===== src/rtl/mem_port_arbiter_if.sv =====
// mem_port_arbiter_if: fetch, load/store and shared memory port signals around the arbiter
interface mem_port_arbiter_if #(
    parameter int ADDR_W = 64,
    parameter int DATA_W = 64
);
    logic              if_req_valid;
    logic              if_req_ready;
    logic [ADDR_W-1:0] if_req_addr;
    logic              if_rsp_valid;
    logic [DATA_W-1:0] if_rsp_data;
    logic              d_req_valid;
    logic              d_req_ready;
    logic [ADDR_W-1:0] d_req_addr;
    logic              d_req_we;
    logic [DATA_W-1:0] d_req_wdata;
    logic [DATA_W/8-1:0] d_req_wstrb;
    logic              d_rsp_valid;
    logic [DATA_W-1:0] d_rsp_data;
    logic              mem_req_valid;
    logic              mem_req_ready;
    logic [ADDR_W-1:0] mem_addr;
    logic              mem_we;
    logic [DATA_W-1:0] mem_wdata;
    logic [DATA_W/8-1:0] mem_wstrb;
    logic              mem_rsp_valid;
    logic [DATA_W-1:0] mem_rsp_data;
    modport master (
        input  if_req_valid, if_req_addr, d_req_valid, d_req_addr, d_req_we, d_req_wdata, d_req_wstrb,
        input  mem_req_ready, mem_rsp_valid, mem_rsp_data,
        output if_req_ready, if_rsp_valid, if_rsp_data, d_req_ready, d_rsp_valid, d_rsp_data,
        output mem_req_valid, mem_addr, mem_we, mem_wdata, mem_wstrb
    );
    modport slave (
        output if_req_valid, if_req_addr, d_req_valid, d_req_addr, d_req_we, d_req_wdata, d_req_wstrb,
        output mem_req_ready, mem_rsp_valid, mem_rsp_data,
        input  if_req_ready, if_rsp_valid, if_rsp_data, d_req_ready, d_rsp_valid, d_rsp_data,
        input  mem_req_valid, mem_addr, mem_we, mem_wdata, mem_wstrb
    );
endinterface


===== src/rtl/mem_port_arbiter.sv =====
// mem_port_arbiter: shares one memory port between fetch and load/store, data first, fetch starvation-bounded
module mem_port_arbiter #(
    parameter int ADDR_W   = 64,
    parameter int DATA_W   = 64,
    parameter int MAX_WAIT = 4
) (
    input  logic               clk,
    input  logic               rst_n,
    mem_port_arbiter_if.master bus,
    output logic               busy
);
    typedef enum logic [1:0] {IDLE, REQ, WAIT_RSP} state_t;
    state_t state, next_state;
    logic owner_d;
    logic [3:0] starve_cnt;
    logic [ADDR_W-1:0] addr_q;
    logic we_q;
    logic [DATA_W-1:0] wdata_q;
    logic [DATA_W/8-1:0] wstrb_q;
    logic fetch_pri, grant_d, grant_f, req_valid, rsp_hit;
    always_comb begin
        fetch_pri = starve_cnt == 4'(MAX_WAIT) && bus.if_req_valid;
        grant_d = rst_n && state == IDLE && bus.d_req_valid && !fetch_pri;
        grant_f = rst_n && state == IDLE && bus.if_req_valid && !grant_d;
    end
    always_ff @(posedge clk or negedge rst_n)
        if (!rst_n) state <= IDLE;
        else state <= next_state;
    always_comb
        next_state = state == IDLE ? ((grant_d || grant_f) ? REQ : IDLE) :
                     state == REQ  ? (bus.mem_req_ready ? WAIT_RSP : REQ) :
                                     (bus.mem_rsp_valid ? IDLE : WAIT_RSP);
    always_comb begin
        busy = state != IDLE;
        req_valid = state == REQ;
        rsp_hit = state == WAIT_RSP && bus.mem_rsp_valid;
    end
    // a fetch capture clears we/wstrb so the memory never sees a stale store
    always_ff @(posedge clk or negedge rst_n)
        if (!rst_n) begin
            owner_d <= 1'b0;
            starve_cnt <= 4'd0;
            addr_q <= '0;
            we_q <= 1'b0;
            wdata_q <= '0;
            wstrb_q <= '0;
        end else if (grant_d) begin
            owner_d <= 1'b1;
            addr_q <= bus.d_req_addr;
            we_q <= bus.d_req_we;
            wdata_q <= bus.d_req_wdata;
            wstrb_q <= bus.d_req_wstrb;
            starve_cnt <= !bus.if_req_valid ? 4'd0 : starve_cnt == 4'(MAX_WAIT) ? starve_cnt : starve_cnt + 4'd1;
        end else if (grant_f) begin
            owner_d <= 1'b0;
            addr_q <= bus.if_req_addr;
            we_q <= 1'b0;
            wdata_q <= '0;
            wstrb_q <= '0;
            starve_cnt <= 4'd0;
        end
    assign bus.if_req_ready  = grant_f;
    assign bus.d_req_ready   = grant_d;
    assign bus.if_rsp_valid  = rsp_hit && !owner_d;
    assign bus.d_rsp_valid   = rsp_hit && owner_d;
    assign bus.if_rsp_data   = bus.mem_rsp_data;
    assign bus.d_rsp_data    = bus.mem_rsp_data;
    assign bus.mem_req_valid = req_valid;
    assign bus.mem_addr      = addr_q;
    assign bus.mem_we        = we_q;
    assign bus.mem_wdata     = wdata_q;
    assign bus.mem_wstrb     = wstrb_q;
endmodule


===== src/flat_wrapper.sv =====
// flat-port wrapper written by rule: the top's interface ports become plain ports
module mem_port_arbiter_flat 
#(
    parameter int ADDR_W   = 64,
    parameter int DATA_W   = 64,
    parameter int MAX_WAIT = 4
)
  (clk, rst_n, busy, bus_if_req_valid, bus_if_req_addr, bus_d_req_valid, bus_d_req_addr, bus_d_req_we, bus_d_req_wdata, bus_d_req_wstrb, bus_mem_req_ready, bus_mem_rsp_valid, bus_mem_rsp_data, bus_if_req_ready, bus_if_rsp_valid, bus_if_rsp_data, bus_d_req_ready, bus_d_rsp_valid, bus_d_rsp_data, bus_mem_req_valid, bus_mem_addr, bus_mem_we, bus_mem_wdata, bus_mem_wstrb);
  mem_port_arbiter_if #(.ADDR_W(ADDR_W), .DATA_W(DATA_W)) bus_i ();
  input  logic clk;
  input  logic rst_n;
  output logic busy;
  input wire logic [$bits(bus_i.if_req_valid)-1:0] bus_if_req_valid;
  input wire logic [$bits(bus_i.if_req_addr)-1:0] bus_if_req_addr;
  input wire logic [$bits(bus_i.d_req_valid)-1:0] bus_d_req_valid;
  input wire logic [$bits(bus_i.d_req_addr)-1:0] bus_d_req_addr;
  input wire logic [$bits(bus_i.d_req_we)-1:0] bus_d_req_we;
  input wire logic [$bits(bus_i.d_req_wdata)-1:0] bus_d_req_wdata;
  input wire logic [$bits(bus_i.d_req_wstrb)-1:0] bus_d_req_wstrb;
  input wire logic [$bits(bus_i.mem_req_ready)-1:0] bus_mem_req_ready;
  input wire logic [$bits(bus_i.mem_rsp_valid)-1:0] bus_mem_rsp_valid;
  input wire logic [$bits(bus_i.mem_rsp_data)-1:0] bus_mem_rsp_data;
  output wire logic [$bits(bus_i.if_req_ready)-1:0] bus_if_req_ready;
  output wire logic [$bits(bus_i.if_rsp_valid)-1:0] bus_if_rsp_valid;
  output wire logic [$bits(bus_i.if_rsp_data)-1:0] bus_if_rsp_data;
  output wire logic [$bits(bus_i.d_req_ready)-1:0] bus_d_req_ready;
  output wire logic [$bits(bus_i.d_rsp_valid)-1:0] bus_d_rsp_valid;
  output wire logic [$bits(bus_i.d_rsp_data)-1:0] bus_d_rsp_data;
  output wire logic [$bits(bus_i.mem_req_valid)-1:0] bus_mem_req_valid;
  output wire logic [$bits(bus_i.mem_addr)-1:0] bus_mem_addr;
  output wire logic [$bits(bus_i.mem_we)-1:0] bus_mem_we;
  output wire logic [$bits(bus_i.mem_wdata)-1:0] bus_mem_wdata;
  output wire logic [$bits(bus_i.mem_wstrb)-1:0] bus_mem_wstrb;
  assign bus_i.if_req_valid = bus_if_req_valid;
  assign bus_i.if_req_addr = bus_if_req_addr;
  assign bus_i.d_req_valid = bus_d_req_valid;
  assign bus_i.d_req_addr = bus_d_req_addr;
  assign bus_i.d_req_we = bus_d_req_we;
  assign bus_i.d_req_wdata = bus_d_req_wdata;
  assign bus_i.d_req_wstrb = bus_d_req_wstrb;
  assign bus_i.mem_req_ready = bus_mem_req_ready;
  assign bus_i.mem_rsp_valid = bus_mem_rsp_valid;
  assign bus_i.mem_rsp_data = bus_mem_rsp_data;
  assign bus_if_req_ready = bus_i.if_req_ready;
  assign bus_if_rsp_valid = bus_i.if_rsp_valid;
  assign bus_if_rsp_data = bus_i.if_rsp_data;
  assign bus_d_req_ready = bus_i.d_req_ready;
  assign bus_d_rsp_valid = bus_i.d_rsp_valid;
  assign bus_d_rsp_data = bus_i.d_rsp_data;
  assign bus_mem_req_valid = bus_i.mem_req_valid;
  assign bus_mem_addr = bus_i.mem_addr;
  assign bus_mem_we = bus_i.mem_we;
  assign bus_mem_wdata = bus_i.mem_wdata;
  assign bus_mem_wstrb = bus_i.mem_wstrb;
  mem_port_arbiter #(.ADDR_W(ADDR_W), .DATA_W(DATA_W), .MAX_WAIT(MAX_WAIT)) u_core (.clk(clk), .rst_n(rst_n), .bus(bus_i), .busy(busy));
endmodule

===== config.mk =====
export PLATFORM = sky130hd
export DESIGN_NAME = mem_port_arbiter_flat
export DESIGN_NICKNAME = d
export VERILOG_FILES = /design/src/rtl/mem_port_arbiter_if.sv /design/src/rtl/mem_port_arbiter.sv /design/src/flat_wrapper.sv
export SDC_FILE = /design/constraint.sdc
export NUM_CORES = 1
export LEC_CHECK = 0
export BUFFER_PORTS_ARGS = -buffer_cell sky130_fd_sc_hd__buf_2
export CORE_AREA = 2 2 212 214
export DETAILED_ROUTE_END_ITERATION = 8
export DIE_AREA = 0 0 214 216
export GPL_ROUTABILITY_DRIVEN = 1
export PLACE_DENSITY_LB_ADDON = 0.12
export SYNTH_ARGS = -nofsm -noshare
export SYNTH_HDL_FRONTEND = slang
export SYNTH_SLANG_ARGS = --single-unit

===== constraint.sdc =====
create_clock -name clk -period 2.35 [get_ports clk]
set_clock_uncertainty 0.05 [all_clocks]
set_input_delay 0.1175 -clock clk [delete_from_list [all_inputs] [get_ports clk]]
set_output_delay 0.1175 -clock clk [all_outputs]
set_load 0.005 [all_outputs]

==> impl_metrics.env <==
export IMPL_status="complete, no violations"
export IMPL_n_antenna_cell=0
export IMPL_holdPathStages=3
export IMPL_final_setup_tns_ns=0
export IMPL_p_switching_uw=3770
export IMPL_wl_per_cell_microns=18.1
export IMPL_cts_tree="yes"
export IMPL_final_util=0.266
export IMPL_worstPathRequired_ns=2.18
export IMPL_final_cells=1634
export IMPL_power_leakage_uw=0.00524
export IMPL_globalplace_congestion=0.739
export IMPL_sw_frac_of_total=0.317
export IMPL_grt_pass1_wl_microns=44500
export IMPL_yosysWarnings=0
export IMPL_wl_met1_microns=11600
export IMPL_seqPwrFrac=0.367
export IMPL_tightest_slew_ns=0.922
export IMPL_crit_path_start_kind="flip-flop"
export IMPL_wirelength_microns=29600
export IMPL_met2_length_microns=14500
export IMPL_first_global_vias=7131
export IMPL_synth_edff_count=0
export IMPL_dr_wl_met3_microns=2600
export IMPL_dieWidth_microns=214
export IMPL_viasPerCell=4.05
export IMPL_reg2reg_slack_ns=0.49
export IMPL_regArea_sq_um=3600
export IMPL_setup_viol=0
export IMPL_max_clock_freq_ghz=0.470
export IMPL_rsz0062_at_grt="false"
export IMPL_cp_end_kind="output pin"
export IMPL_drive_gt1_frac=0.451
export IMPL_timing_rr_end="u_core.bus.mem_addr[28]$_DFFE_PN0P_"
export IMPL_grt_max_degree=145
export IMPL_p_int_uw=8120
export IMPL_hp_start="bus_if_req_addr[0]"
export IMPL_io_pins=542
export IMPL_synth_main_ff_cell="dfrtp_1"
export IMPL_path_class="reg -> out"
export IMPL_dr_pass1_iters=4
export IMPL_arrival_ns=1.96
export IMPL_via_count=6625
export IMPL_place_hpwl_microns=19600
export IMPL_antenna_found_initial=1
export IMPL_worstPathMaxFanout=15
export IMPL_combinationalPowerShare=0.365
export IMPL_p_per_area_nw_per_um2=1020
export IMPL_drtIter0Drc=299
export IMPL_async_reset_ff_frac=1.00
export IMPL_finalHoldViolations=0
export IMPL_hp_class="in -> reg"
export IMPL_path_clk_slew_ns=0.07
export IMPL_synth_area_sq_um=7530
export IMPL_nets=1302
export IMPL_post_cts_resized=0
export IMPL_rows=77
export IMPL_rr_startpoint="u_core.state[1]$_DFF_PN0_"
export IMPL_ys_ff_latch=144
export IMPL_fp_dieH_microns=216
export IMPL_peakVddDrop_mv=0.396
export IMPL_synth_fp_nets=906
export IMPL_clock_path_buffers=2
export IMPL_highest_layer="met5"
export IMPL_gr_usage_all_layers=0.127
export IMPL_drc=0
export IMPL_numPortBuffers=349
export IMPL_cts_buffers=17
export IMPL_grt_overflow_total=0
export IMPL_fin_crit_sh=0.905
export IMPL_postSynthCellCount=633
export IMPL_nFillCells=4643
export IMPL_clock_latency_ns=0.44
export IMPL_place_inst=1401
export IMPL_drv_slew=0
export IMPL_yosysSeqAreaShare=0.478
export IMPL_cts_root_buf="clkbuf_16"
export IMPL_drv_cap=0
export IMPL_power_frac_clock=0.268
export IMPL_hold_end="u_core.bus.mem_addr[0]$_DFFE_PN0P_"
export IMPL_finalCriticalPeriod_ns=2.13
export IMPL_area_growth_pct=54.5
export IMPL_syn_avg_cell_area_sq_um=11.9
export IMPL_multi_input_area_sq_um=2600
export IMPL_synth_distinct_cells=32
export IMPL_antenna_left=0
export IMPL_die_area_sq_um=46200
export IMPL_core_sq_um=43800
export IMPL_worst_r2r_cell_count=6
export IMPL_start_util=0.172
export IMPL_cts_sink_count=144
export IMPL_htreeDepth=4
export IMPL_slew_headroom=0.386
==> stage by stage <==
stage                     hold slack [ns]  total power (uW)  cell area (sq um)  setup slack [ns]
after floorplan                    -0.228              6650               7530             0.672
after global placement              0.185              8610               8950             0.482
after detailed placement            0.185              8550               8950             0.461
after CTS                         0.00172             12200              11600            0.0272
after global routing               0.0171             12700              11600            0.0952
final                              0.0323             11900              11600             0.224
==> kinds of logic after synthesis <==
group           count (synthesis)  share of synthesized area
compound gates                148                      0.193
fa+ha+maj                       2                    0.00332
flops                         144                      0.478
buf+inv                       194                      0.180
mux                             1                    0.00149
simple gates                  144                      0.144
==> registers in the layout, summed over array words and instances, names as in the netlist <==
| name | flops |
|---|---|
| u_core.bus.mem_addr | 64 |
| u_core.bus.mem_wdata | 64 |
| u_core.bus.mem_we | 1 |
| u_core.bus.mem_wstrb | 8 |
| u_core.owner_d | 1 |
| u_core.starve_cnt | 4 |
| u_core.state | 2 |
==> cell usage in the layout, fill, tap and decap left out, types with 3 or more instances in the layout <==
cell type and n:
a22o_1 75, a32o_1 3, buf_12 9, buf_2 348
buf_4 8, bufinv_16 5, clkbuf_16 17, clkbuf_8 4
clkinvlp_4 3, dfrtp_1 144, dlygate4sd3_1 200, inv_1 5
nand2b_1 58, nand4b_1 64, nor2b_1 3, o221a_2 64
or2b_1 7
==> final cells by class <==
type	count	share of cell area
Tap cell	592	0.0636
Timing Repair Buffer	566	0.343
Sequential cell	144	0.310
Clock inverter	11	0.0171
Multi-Input combinational cell	295	0.224
Inverter	5	0.00161
Clock buffer	21	0.0413
==> cells in the mapped netlist, types with 2 or more instances <==
master | count | share of area
o221a_2 | 64 | 0.096
inv_1 | 5 | 0.0025
or2b_1 | 7 | 0.0070
buf_4 | 138 | 0.14
ha_1 | 2 | 0.0033
a32o_1 | 3 | 0.0040
buf_2 | 17 | 0.011
nand2_1 | 2 | 0.0010
dfrtp_1 | 144 | 0.48
clkbuf_1 | 21 | 0.010
a22o_1 | 75 | 0.087
nand4b_1 | 64 | 0.074
nand2b_1 | 58 | 0.048
a21o_1 | 2 | 0.0020
buf_6 | 12 | 0.018
nor2b_1 | 3 | 0.0025
==> critical path: stages, from the launching register on <==
cell	delay [ns]
dfrtp_1	0.43
inv_1	0.08
ha_1	0.19
nand4b_4	0.18
and3_2	0.29
buf_4	0.21
buf_2	0.15
==> per-layer routing <==
metal | up-vias | global-route usage
met4 | 4 | 0.0564
met3 | 40 | 0.0513
li1 | 3027 | -
met5 | - | 0.00833
met2 | 374 | 0.215
met1 | 3180 | 0.140
==> repair_timing <==
| item | in CTS | in global routing |
|---|---|---|
| endpoints found under the hold margin | 283 | 0 |
| buffers inserted | 0 | 1 |
| endpoints found under the setup margin | 0 | 2 |
| hold buffers | 200 | 0 |
==> worst max path at each step <==
stage,startpoint,endpoint,slack (ns),cells past startpoint
after CTS,u_core.state[0]$_DFF_PN0_,bus_if_req_ready,0.03,5
after global routing,u_core.starve_cnt[0]$_DFFE_PN0P_,bus_d_req_ready,0.1,6
after detailed placement,u_core.state[0]$_DFF_PN0_,u_core.bus.mem_addr[38]$_DFFE_PN0P_,0.46,4
after floorplan,u_core.starve_cnt[0]$_DFFE_PN0P_,u_core.bus.mem_wdata[0]$_DFFE_PN0P_,0.67,8
final,u_core.starve_cnt[0]$_DFFE_PN0P_,bus_d_req_ready,0.22,6
after global placement,u_core.state[0]$_DFF_PN0_,u_core.bus.mem_addr[30]$_DFFE_PN0P_,0.48,4
==> power by group through the flow <==
stage          logic [uW]  registers (uW)  clock network, uW
2_1_floorplan        2240            4420                  0
3_3_place_gp         4180            4430                  0
3_5_place_dp         4170            4380                  0
4_1_cts              4430            4380               3360
5_1_grt              4740            4540               3440
6_report             4340            4360               3190
No activity file was read; power rests on OpenSTA's default activity.
